==> src/rtl/data_mem_if.sv <==
// Valid/ready data-memory bus between the load/store units (master) and the responder (slave).
// Each field is packed per channel: channel i lives at [i*WIDTH +: WIDTH].
interface data_mem_if #(
    parameter int unsigned NUM_CHANNELS = 4,
    parameter int unsigned ADDR_BITS    = 8,
    parameter int unsigned DATA_BITS    = 8
);
    logic [NUM_CHANNELS-1:0]           read_valid;
    logic [NUM_CHANNELS*ADDR_BITS-1:0] read_address;
    logic [NUM_CHANNELS-1:0]           read_ready;
    logic [NUM_CHANNELS*DATA_BITS-1:0] read_data;
    logic [NUM_CHANNELS-1:0]           write_valid;
    logic [NUM_CHANNELS*ADDR_BITS-1:0] write_address;
    logic [NUM_CHANNELS*DATA_BITS-1:0] write_data;
    logic [NUM_CHANNELS-1:0]           write_ready;

    modport master (
        output read_valid, read_address, write_valid, write_address, write_data,
        input  read_ready, read_data, write_ready
    );

    modport slave (
        input  read_valid, read_address, write_valid, write_address, write_data,
        output read_ready, read_data, write_ready
    );
endinterface

==> src/rtl/data_mem_responder.sv <==
// Round-robin, fixed-latency responder serving NUM_CHANNELS requesters from a single-port RAM.
// Optional MEM_STATS_EN adds saturating read/write transaction counters.
module data_mem_responder #(
    parameter int unsigned NUM_CHANNELS = 4,
    parameter int unsigned ADDR_BITS    = 8,
    parameter int unsigned DATA_BITS    = 8,
    parameter int unsigned LATENCY      = 2   // 1..15
) (
    input  logic                 clk,
    input  logic                 reset,
    data_mem_if.slave            mem,
    input  logic                 host_we,
    input  logic [ADDR_BITS-1:0] host_addr,
    input  logic [DATA_BITS-1:0] host_wdata,
    output logic                 busy
`ifdef MEM_STATS_EN
    ,
    output logic [15:0]          read_count,
    output logic [15:0]          write_count
`endif
);

    localparam int unsigned ChW = (NUM_CHANNELS > 1) ? $clog2(NUM_CHANNELS) : 1;

    typedef enum logic [1:0] {StIdle, StBusy, StRespond} state_e;

    state_e                          state_q;
    logic [ChW-1:0]                  rr_q;
    logic [ChW-1:0]                  ch_q;
    logic                            op_wr_q;
    logic [ADDR_BITS-1:0]            addr_q;
    logic [DATA_BITS-1:0]            wdata_q;
    logic [3:0]                      cnt_q;
    logic [NUM_CHANNELS-1:0]         rd_rdy_q;
    logic [NUM_CHANNELS-1:0]         wr_rdy_q;
    logic [NUM_CHANNELS*DATA_BITS-1:0] rdata_q;
`ifdef MEM_STATS_EN
    logic [15:0]                     read_cnt_q;
    logic [15:0]                     write_cnt_q;
`endif

    logic [DATA_BITS-1:0] ram [2**ADDR_BITS];

    logic [NUM_CHANNELS-1:0] pending;
    logic                    grant_found_d;
    logic [ChW-1:0]          grant_ch_d;
    logic [ChW-1:0]          idx;
    logic                    busy_done;
    logic                    op_valid;
    logic                    commit_wr;

    // First pending channel at or after rr_q, wrapping around.
    always_comb begin
        pending       = mem.read_valid | mem.write_valid;
        grant_found_d = 1'b0;
        grant_ch_d    = rr_q;
        idx           = rr_q;
        for (int unsigned k = 0; k < NUM_CHANNELS; k++) begin
            idx = ChW'((32'(rr_q) + k) % NUM_CHANNELS);
            if (!grant_found_d && pending[idx]) begin
                grant_found_d = 1'b1;
                grant_ch_d    = idx;
            end
        end
    end

    always_comb begin
        busy_done = (state_q == StBusy) && (cnt_q == 4'(LATENCY - 1));
        op_valid  = op_wr_q ? mem.write_valid[ch_q] : mem.read_valid[ch_q];
        commit_wr = busy_done && op_wr_q && !reset;
    end

    // Host write is last so it wins a same-address collision with a channel commit.
    always_ff @(posedge clk) begin
        if (commit_wr) ram[addr_q] <= wdata_q;
        if (host_we)   ram[host_addr] <= host_wdata;
    end

    always_ff @(posedge clk) begin
        if (reset) begin
            state_q  <= StIdle;
            rr_q     <= '0;
            ch_q     <= '0;
            op_wr_q  <= 1'b0;
            addr_q   <= '0;
            wdata_q  <= '0;
            cnt_q    <= '0;
            rd_rdy_q <= '0;
            wr_rdy_q <= '0;
            rdata_q  <= '0;
`ifdef MEM_STATS_EN
            read_cnt_q  <= '0;
            write_cnt_q <= '0;
`endif
        end else begin
            unique case (state_q)
                StIdle: begin
                    if (grant_found_d) begin
                        ch_q    <= grant_ch_d;
                        op_wr_q <= mem.write_valid[grant_ch_d];
                        addr_q  <= mem.write_valid[grant_ch_d]
                                   ? mem.write_address[grant_ch_d*ADDR_BITS +: ADDR_BITS]
                                   : mem.read_address[grant_ch_d*ADDR_BITS +: ADDR_BITS];
                        wdata_q <= mem.write_data[grant_ch_d*DATA_BITS +: DATA_BITS];
                        cnt_q   <= '0;
                        state_q <= StBusy;
                    end
                end
                StBusy: begin
                    if (busy_done) begin
                        state_q <= StRespond;
                        // Ready only if the requester is still waiting; an abandoned op just retires.
                        if (op_wr_q) begin
                            wr_rdy_q[ch_q] <= op_valid;
`ifdef MEM_STATS_EN
                            if (write_cnt_q != 16'hFFFF) write_cnt_q <= write_cnt_q + 16'd1;
`endif
                        end else begin
                            rd_rdy_q[ch_q] <= op_valid;
                            rdata_q[ch_q*DATA_BITS +: DATA_BITS] <= ram[addr_q];
`ifdef MEM_STATS_EN
                            if (read_cnt_q != 16'hFFFF) read_cnt_q <= read_cnt_q + 16'd1;
`endif
                        end
                    end else begin
                        cnt_q <= cnt_q + 4'd1;
                    end
                end
                StRespond: begin
                    if (!op_valid) begin
                        rd_rdy_q <= '0;
                        wr_rdy_q <= '0;
                        rr_q     <= ChW'((32'(ch_q) + 32'd1) % NUM_CHANNELS);
                        state_q  <= StIdle;
                    end
                end
                default: state_q <= StIdle;
            endcase
        end
    end

    assign mem.read_ready  = rd_rdy_q;
    assign mem.write_ready = wr_rdy_q;
    assign mem.read_data   = rdata_q;
    assign busy            = (state_q != StIdle);
`ifdef MEM_STATS_EN
    assign read_count  = read_cnt_q;
    assign write_count = write_cnt_q;
`endif

endmodule

==> src/flat_wrapper.sv <==
// flat-port wrapper written by rule: the top's interface ports become plain ports
module data_mem_responder_flat 
#(
    parameter int unsigned NUM_CHANNELS = 4,
    parameter int unsigned ADDR_BITS    = 8,
    parameter int unsigned DATA_BITS    = 8,
    parameter int unsigned LATENCY      = 2           
)
  (clk, reset, host_we, host_addr, host_wdata, busy, mem_read_valid, mem_read_address, mem_write_valid, mem_write_address, mem_write_data, mem_read_ready, mem_read_data, mem_write_ready);
  data_mem_if #(.NUM_CHANNELS(NUM_CHANNELS), .ADDR_BITS(ADDR_BITS), .DATA_BITS(DATA_BITS)) mem_i ();
  input  logic clk;
  input  logic reset;
  input  logic host_we;
  input  logic [ADDR_BITS-1:0] host_addr;
  input  logic [DATA_BITS-1:0] host_wdata;
  output logic busy;
  input wire logic [$bits(mem_i.read_valid)-1:0] mem_read_valid;
  input wire logic [$bits(mem_i.read_address)-1:0] mem_read_address;
  input wire logic [$bits(mem_i.write_valid)-1:0] mem_write_valid;
  input wire logic [$bits(mem_i.write_address)-1:0] mem_write_address;
  input wire logic [$bits(mem_i.write_data)-1:0] mem_write_data;
  output wire logic [$bits(mem_i.read_ready)-1:0] mem_read_ready;
  output wire logic [$bits(mem_i.read_data)-1:0] mem_read_data;
  output wire logic [$bits(mem_i.write_ready)-1:0] mem_write_ready;
  assign mem_i.read_valid = mem_read_valid;
  assign mem_i.read_address = mem_read_address;
  assign mem_i.write_valid = mem_write_valid;
  assign mem_i.write_address = mem_write_address;
  assign mem_i.write_data = mem_write_data;
  assign mem_read_ready = mem_i.read_ready;
  assign mem_read_data = mem_i.read_data;
  assign mem_write_ready = mem_i.write_ready;
  data_mem_responder #(.NUM_CHANNELS(NUM_CHANNELS), .ADDR_BITS(ADDR_BITS), .DATA_BITS(DATA_BITS), .LATENCY(LATENCY)) u_core (.clk(clk), .reset(reset), .mem(mem_i), .host_we(host_we), .host_addr(host_addr), .host_wdata(host_wdata), .busy(busy));
endmodule
==> config.mk <==
export PLATFORM = sky130hd
export DESIGN_NAME = data_mem_responder_flat
export DESIGN_NICKNAME = d
export VERILOG_FILES = /design/src/rtl/data_mem_if.sv /design/src/rtl/data_mem_responder.sv /design/src/flat_wrapper.sv
export SDC_FILE = /design/constraint.sdc
export NUM_CORES = 2
export LEC_CHECK = 0
export BUFFER_PORTS_ARGS = -buffer_cell sky130_fd_sc_hd__clkbuf_2
export CAP_MARGIN = 20
export CORE_AREA = 2 2 474 476
export CTS_CLUSTER_SIZE = 10
export DETAILED_ROUTE_END_ITERATION = 8
export DIE_AREA = 0 0 476 478
export PLACE_DENSITY = 0.76
export SLEW_MARGIN = 30
export SYNTH_ARGS = -nofsm -noshare
export SYNTH_HDL_FRONTEND = slang
export SYNTH_SLANG_ARGS = --single-unit
==> constraint.sdc <==
create_clock -name clk -period 6.47 [get_ports clk]
set_clock_uncertainty 0.1 [all_clocks]
set_input_delay 1.6175 -clock clk [delete_from_list [all_inputs] [get_ports clk]]
set_output_delay 1.6175 -clock clk [all_outputs]
set_load 0.1 [all_outputs]
Word-level counts from Yosys, hierarchy flattened
Memories as Yosys holds them, arrays and structs flattened. A register that Yosys moved wholly into a read port is not among the register bits.
Cells that the tools add are included.
Storage, ports and cells
  register bits after elaboration: 67
  logic and storage cells: 111
  memories kept: 1
  bits in writable memories: 2048
  output and inout bits: 41
Memories
  u_core.ram: words 256, width 8, rd ports 1, clocked after Yosys merged registers in 1, write ports 2, line data_mem_responder.sv:42  | logic [DATA_BITS-1:0] ram [2**ADDR_BITS];
Cells by class
  shift operators: 5
  mux-type cells: 48
  $add $sub $neg: 6
  magnitude comparators: 7
  bitwise gates (word level): 3
  reductions and logical operators: 22
  equal/unequal tests: 9
Operators with widths (count)
  $shiftx A32 B6 Y8: 3
  $neg A5 Y34: 1
  $shift A8 B34 Y32 const A: 1
  $shiftx A8 B34 Y32: 1
  $bwmux W32: 1
  $mux W4: 7
  $mux W8: 3
  $pmux W4 S2: 3
  $lt A2 B3 Y1 const B: 6
  $mux W1: 17
  $bmux W1 S2: 7
  $mux W2: 6
  $reduce_and A3 Y1: 3
  $bwmux W4: 2
  $reduce_and A4 Y1: 2
  $logic_and A1 B1 Y1: 7
  $ne A2 B1 Y1 const B: 3
  $ne A2 B2 Y1 const B: 3
  $pmux W2 S3: 1
  $reduce_bool A2 Y1: 3
  $add A2 B1 Y2 const B: 2
  $add A2 B2 Y2 const B: 2
  $add A4 B1 Y4 const B: 1
  $eq A4 B1 Y1 const B: 1
  9 further kinds: 14

Logic depth before layout (Yosys ltp)
  depth in word-level cells: 18
  gate-level depth with buffers: 14

Least setup slack after synthesis
OpenSTA, ideal clock, no wires.
  path type: input -> register
  start: input port host_addr[1]
  end: memory u_core.ram[128][0], enable pin
  slack: 2.541 ns
  path buffers: 1
  cell stages on the path: 5
  data required time: 5.986 ns
  setup time: 0.384 ns
  arrival: 3.445 ns
  path through: or3b_2 > nor3_1 > clkbuf_1 > nand2_1 > o21ai_0
RTL lines
  from (decl): line flat_wrapper.sv:14  | input logic [ADDR_BITS-1:0] host_addr;
  to (decl): line data_mem_responder.sv:42

==> flow_summary.toml <==
[critical_path]
worstRegToRegCells = 8
required_ns = 7.13
critPathSlowestCell = "dfxtp_4"
cp.arrival_ns = 5.66
cp-start-kind = "flop"
timing.critical_path.cells = "buf_4, mux4_2, a22o_1, a221oi_1, o32ai_1, nor3_1, or3_4, o21ai_1"
rr_endpoint = "u_core.mem.read_data[9]$_SDFFE_PP0P_"
criticalPathCategory = "flop to flop"
end_kind = "flop"
worst-r2r-setup-slack_ns = 1.48
cp_slowest_stage_delay_ns = 0.93
cp_max_fo = 34
endpoint = "u_core.mem.read_data[9]$_SDFFE_PP0P_"

[sta]
setup_ws_ns = 1.48
rsz0062_at_grt = "no"
relSlewSlack_pct = 19.0
tns_ns = 0
worst_pin_slew_ns = 1.21
hold_violations = 0
period_needed_ns = 4.99
finalCritPeriodShare_pct = 77.2
setup_viol = 0
slew_viol_final = 0
max_freq_ghz = 0.200

[grt]
grt_start_max_net_pins = 172
grt_pass1_wl_um = 511000
grt_pass1_vias = 69300
gr-total-overflow = 0
globalRouteTotalUtil_pct = 31.1
antenna_found_initial = 30

[logic_synthesis]
syn_nets = 7241
synth_xor_area_share_pct = 0.0159
ys_seq_area_share_pct = 57.0
synth_flop_cell = "edfxtp_1"
yosys.area_share.adder_pct = 0.113
synth-simple-area-share_pct = 3.19
netlist_area_um2 = 110000
synth_seq_cells = 2123
synth_mux_area_share_pct = 32.3
yosys_warnings = 0
synth.top_cell.area_share_pct = 55.7
synthArstFlopShare_pct = 0
synth_top_family_by_area = "multiplexers"
avgSynthCellArea_um2 = 15.5
synth_edf_count = 2048
synth-compound-area-share_pct = 4.12
synth_cell_types = 87
synth_area_leaders = "edfxtp_1, mux2_2, mux4_2"
synth_area_leader_cell = "edfxtp_1"
syn_inst = 7108

[placed_design]
placed_area_um2 = 114000
port-buffer-count = 163
dpl.hpwl_um = 220000
pre_cts_slack_ns = 1.25
dp_cells = 9723
routabilityCongestion = 0.945

[clocking]
clk_path_buf_depth = 3
cts_setup_buffers = 0
clk_latency_ns = 0.91
cts_resized = 0
htree_levels = 4
cts_tree = "yes"
numCtsBuffers = 234
cts-hold-fix-buffers = 0
clock_sinks = 2123
path_clk_slew_ns = 0.06
clock-root-buffer = "clkbuf_16"

[power_and_ir_drop]
pwr-share-seq_pct = 47.3
p_sw_mw = 8.87
cellPowerDensity_nw_per_um2 = 272
leakagePower_nw = 40.5
switching_share_pct = 27.0
combinationalPowerShare_pct = 16.4
irDropWorstVdd_mv = 0.289
intPower_mw = 24.0
p_clk_share_pct = 36.3

[drt]
drt_iter0_drc = 11500
wirelength_um = 360000
route.detailed.vias_per_inst = 7.07
wl_per_cell_um = 35.8
drc = 0
ant_nets = 0
dr.pass1.iters = 9
num_vias = 71100

[floorplan]
rows = 174
start_util_pct = 49.5
pin_count = 164
die_y_um = 478
die-width_um = 476
die_area_um2 = 228000
core_um2 = 223000

[final_layout]
seq_area_um2 = 63100
multi_input_area_um2 = 44200
drive_gt1_share_pct = 47.7
fillerInstances = 17300
syn2layout_area_growth_pct = 9.23
post-route-cell-area_um2 = 121000
nets = 7108
fin_cells = 10100

[status]
status = "finished, final reports clean"

[worst_hold_path]
worstHoldPathType = "flop to flop"

[run]
maxCapViolCount = 0
power groups by stage:
stage          logic (mW)  clock network [mW]  registers (mW)
5_1_grt              5.49                12.4            15.5
3_3_place_gp         4.98                   0            15.8
2_1_floorplan        3.49                   0            15.6
6_report             5.38                11.9            15.5
3_5_place_dp         5.14                   0            15.8
4_1_cts              5.16                11.9            15.5
cell usage in the layout, fill, tap and decap left out, types with 12 or more instances in the layout:
cell type  Yosys  final
mux2_2      2092   2092
edfxtp_1    2048   2048
mux4_2       483    483
nand2_1      306    292
nor2_1       241    238
clkbuf_16      0    234
buf_4         41    207
o22ai_1      191    168
clkbuf_2       1    158
mux2i_1      114    114
o21ai_0      130     92
a21oi_1       83     81
o21ai_1       37     74
a22oi_1       71     71
dfxtp_1       75     61
nand3_1       63     49
clkbuf_1     608     44
nor2b_1       40     37
o221ai_1      29     29
buf_12         7     26
nor3_1        30     25
o22ai_2        0     23
diode_2        0     21
a211oi_1      23     21
nand4_1       19     19
or2_2         18     18
o211ai_1      18     18
inv_1         19     16
nand2b_1      16     16
nand3_2        0     14
dfxtp_4        0     13
a31oi_1       12     12
cell usage after synthesis, types with 6 or more instances:
library cell,number
mux4_2,483
buf_4,41
mux2_2,2092
o41ai_1,7
nor2_1,241
buf_2,49
a221oi_1,10
nor2b_1,40
o21ai_0,130
ha_1,10
a211oi_1,23
a32oi_1,6
o221ai_1,29
a21oi_1,83
buf_6,39
o211ai_1,18
edfxtp_1,2048
o21ai_1,37
dfxtp_1,75
a41oi_1,6
a31oi_1,12
nor3_1,30
mux2i_1,114
a2111oi_0,8
buf_12,7
a22oi_1,71
nand3b_1,9
nand2b_1,16
and2_1,11
nand3_1,63
buf_1,28
clkbuf_1,608
o22ai_1,191
nand4_1,19
nor4_1,7
or2_2,18
nand2_1,306
o31ai_1,6
inv_1,19
and3_1,9
through the flow:
step / hold slack [ns] / utilization (%) / power, mW
global route: 0.362 / 54.1 / 33.5
finish: 0.351 / 54.1 / 32.9
CTS: 0.349 / 53.9 / 32.6
floorplan: 0.345 / - / 19.1
global placement: 0.333 / 51.0 / 20.8
detailed placement: 0.341 / 51.1 / 21.0
routing by layer:
| metal | part of all wire [%] | routed length [µm] | track usage (%) |
|---|---|---|---|
| met1 | 35 | 125000 | 40.0 |
| met2 | 45 | 162000 | 46.6 |
| met3 | 14 | 50000 | 9.73 |
| met4 | 6.4 | 23100 | 17.5 |
| met5 | 0.039 | 140 | 0 |
state kept, by name, indices dropped and copies added, names as in the netlist, named ones only:
signal,flops
u_core.rr_q,2
u_core.ram,2048
u_core.mem.write_ready,4
u_core.state_q,2
u_core.cnt_q,4
u_core.mem.read_data,32
u_core.wdata_q,8
u_core.mem.read_ready,4
u_core.op_wr_q,1
u_core.ch_q,2
u_core.addr_q,8
area by class of cell:
cell class / instances / area share, %
Sequential cell: 2123 / 52.3
Multi-Input combinational cell: 4191 / 36.7
Clock buffer: 278 / 4.99
Tap cell: 2992 / 3.10
Timing Repair Buffer: 405 / 2.58
Clock inverter: 23 / 0.297
Inverter: 20 / 0.0643
Antenna cell: 21 / 0.0436
critical path, delay by kind of cell (launching register included):
kind / cells / cell delay [ns]
AOI/OAI and AO/OA: 4 / 1.76
and+or+nand+nor: 2 / 1.09
DFF: 1 / 0.93
muxes: 1 / 0.52
buffers and inverters: 1 / 0.37
how the worst min path moves through the flow:
stage,from,end,slack (ns),depth (start not counted)
global route,u_core.mem.read_data[17]$_SDFFE_PP0P_,u_core.mem.read_data[17]$_SDFFE_PP0P_,0.36,2
floorplan,u_core.op_wr_q$_SDFFE_PP0P_,u_core.op_wr_q$_SDFFE_PP0P_,0.35,2
finish,u_core.mem.read_data[22]$_SDFFE_PP0P_,u_core.mem.read_data[22]$_SDFFE_PP0P_,0.35,2
detailed placement,u_core.mem.read_data[22]$_SDFFE_PP0P_,u_core.mem.read_data[22]$_SDFFE_PP0P_,0.34,2
CTS,u_core.mem.read_data[22]$_SDFFE_PP0P_,u_core.mem.read_data[22]$_SDFFE_PP0P_,0.35,2
global placement,u_core.mem.read_data[22]$_SDFFE_PP0P_,u_core.mem.read_data[22]$_SDFFE_PP0P_,0.33,2
logic make-up (layout without fill, tap and decap cells):
logic type,after synthesis,after routing
mux,2691,2691
flops,2123,2123
buf+inv,794,726
simple gates,791,791
compound gates,697,697
fa+ha+maj,10,10
xor+xnor,2,2
other cells,0,21
No activity file was read; power rests on OpenSTA's default activity.
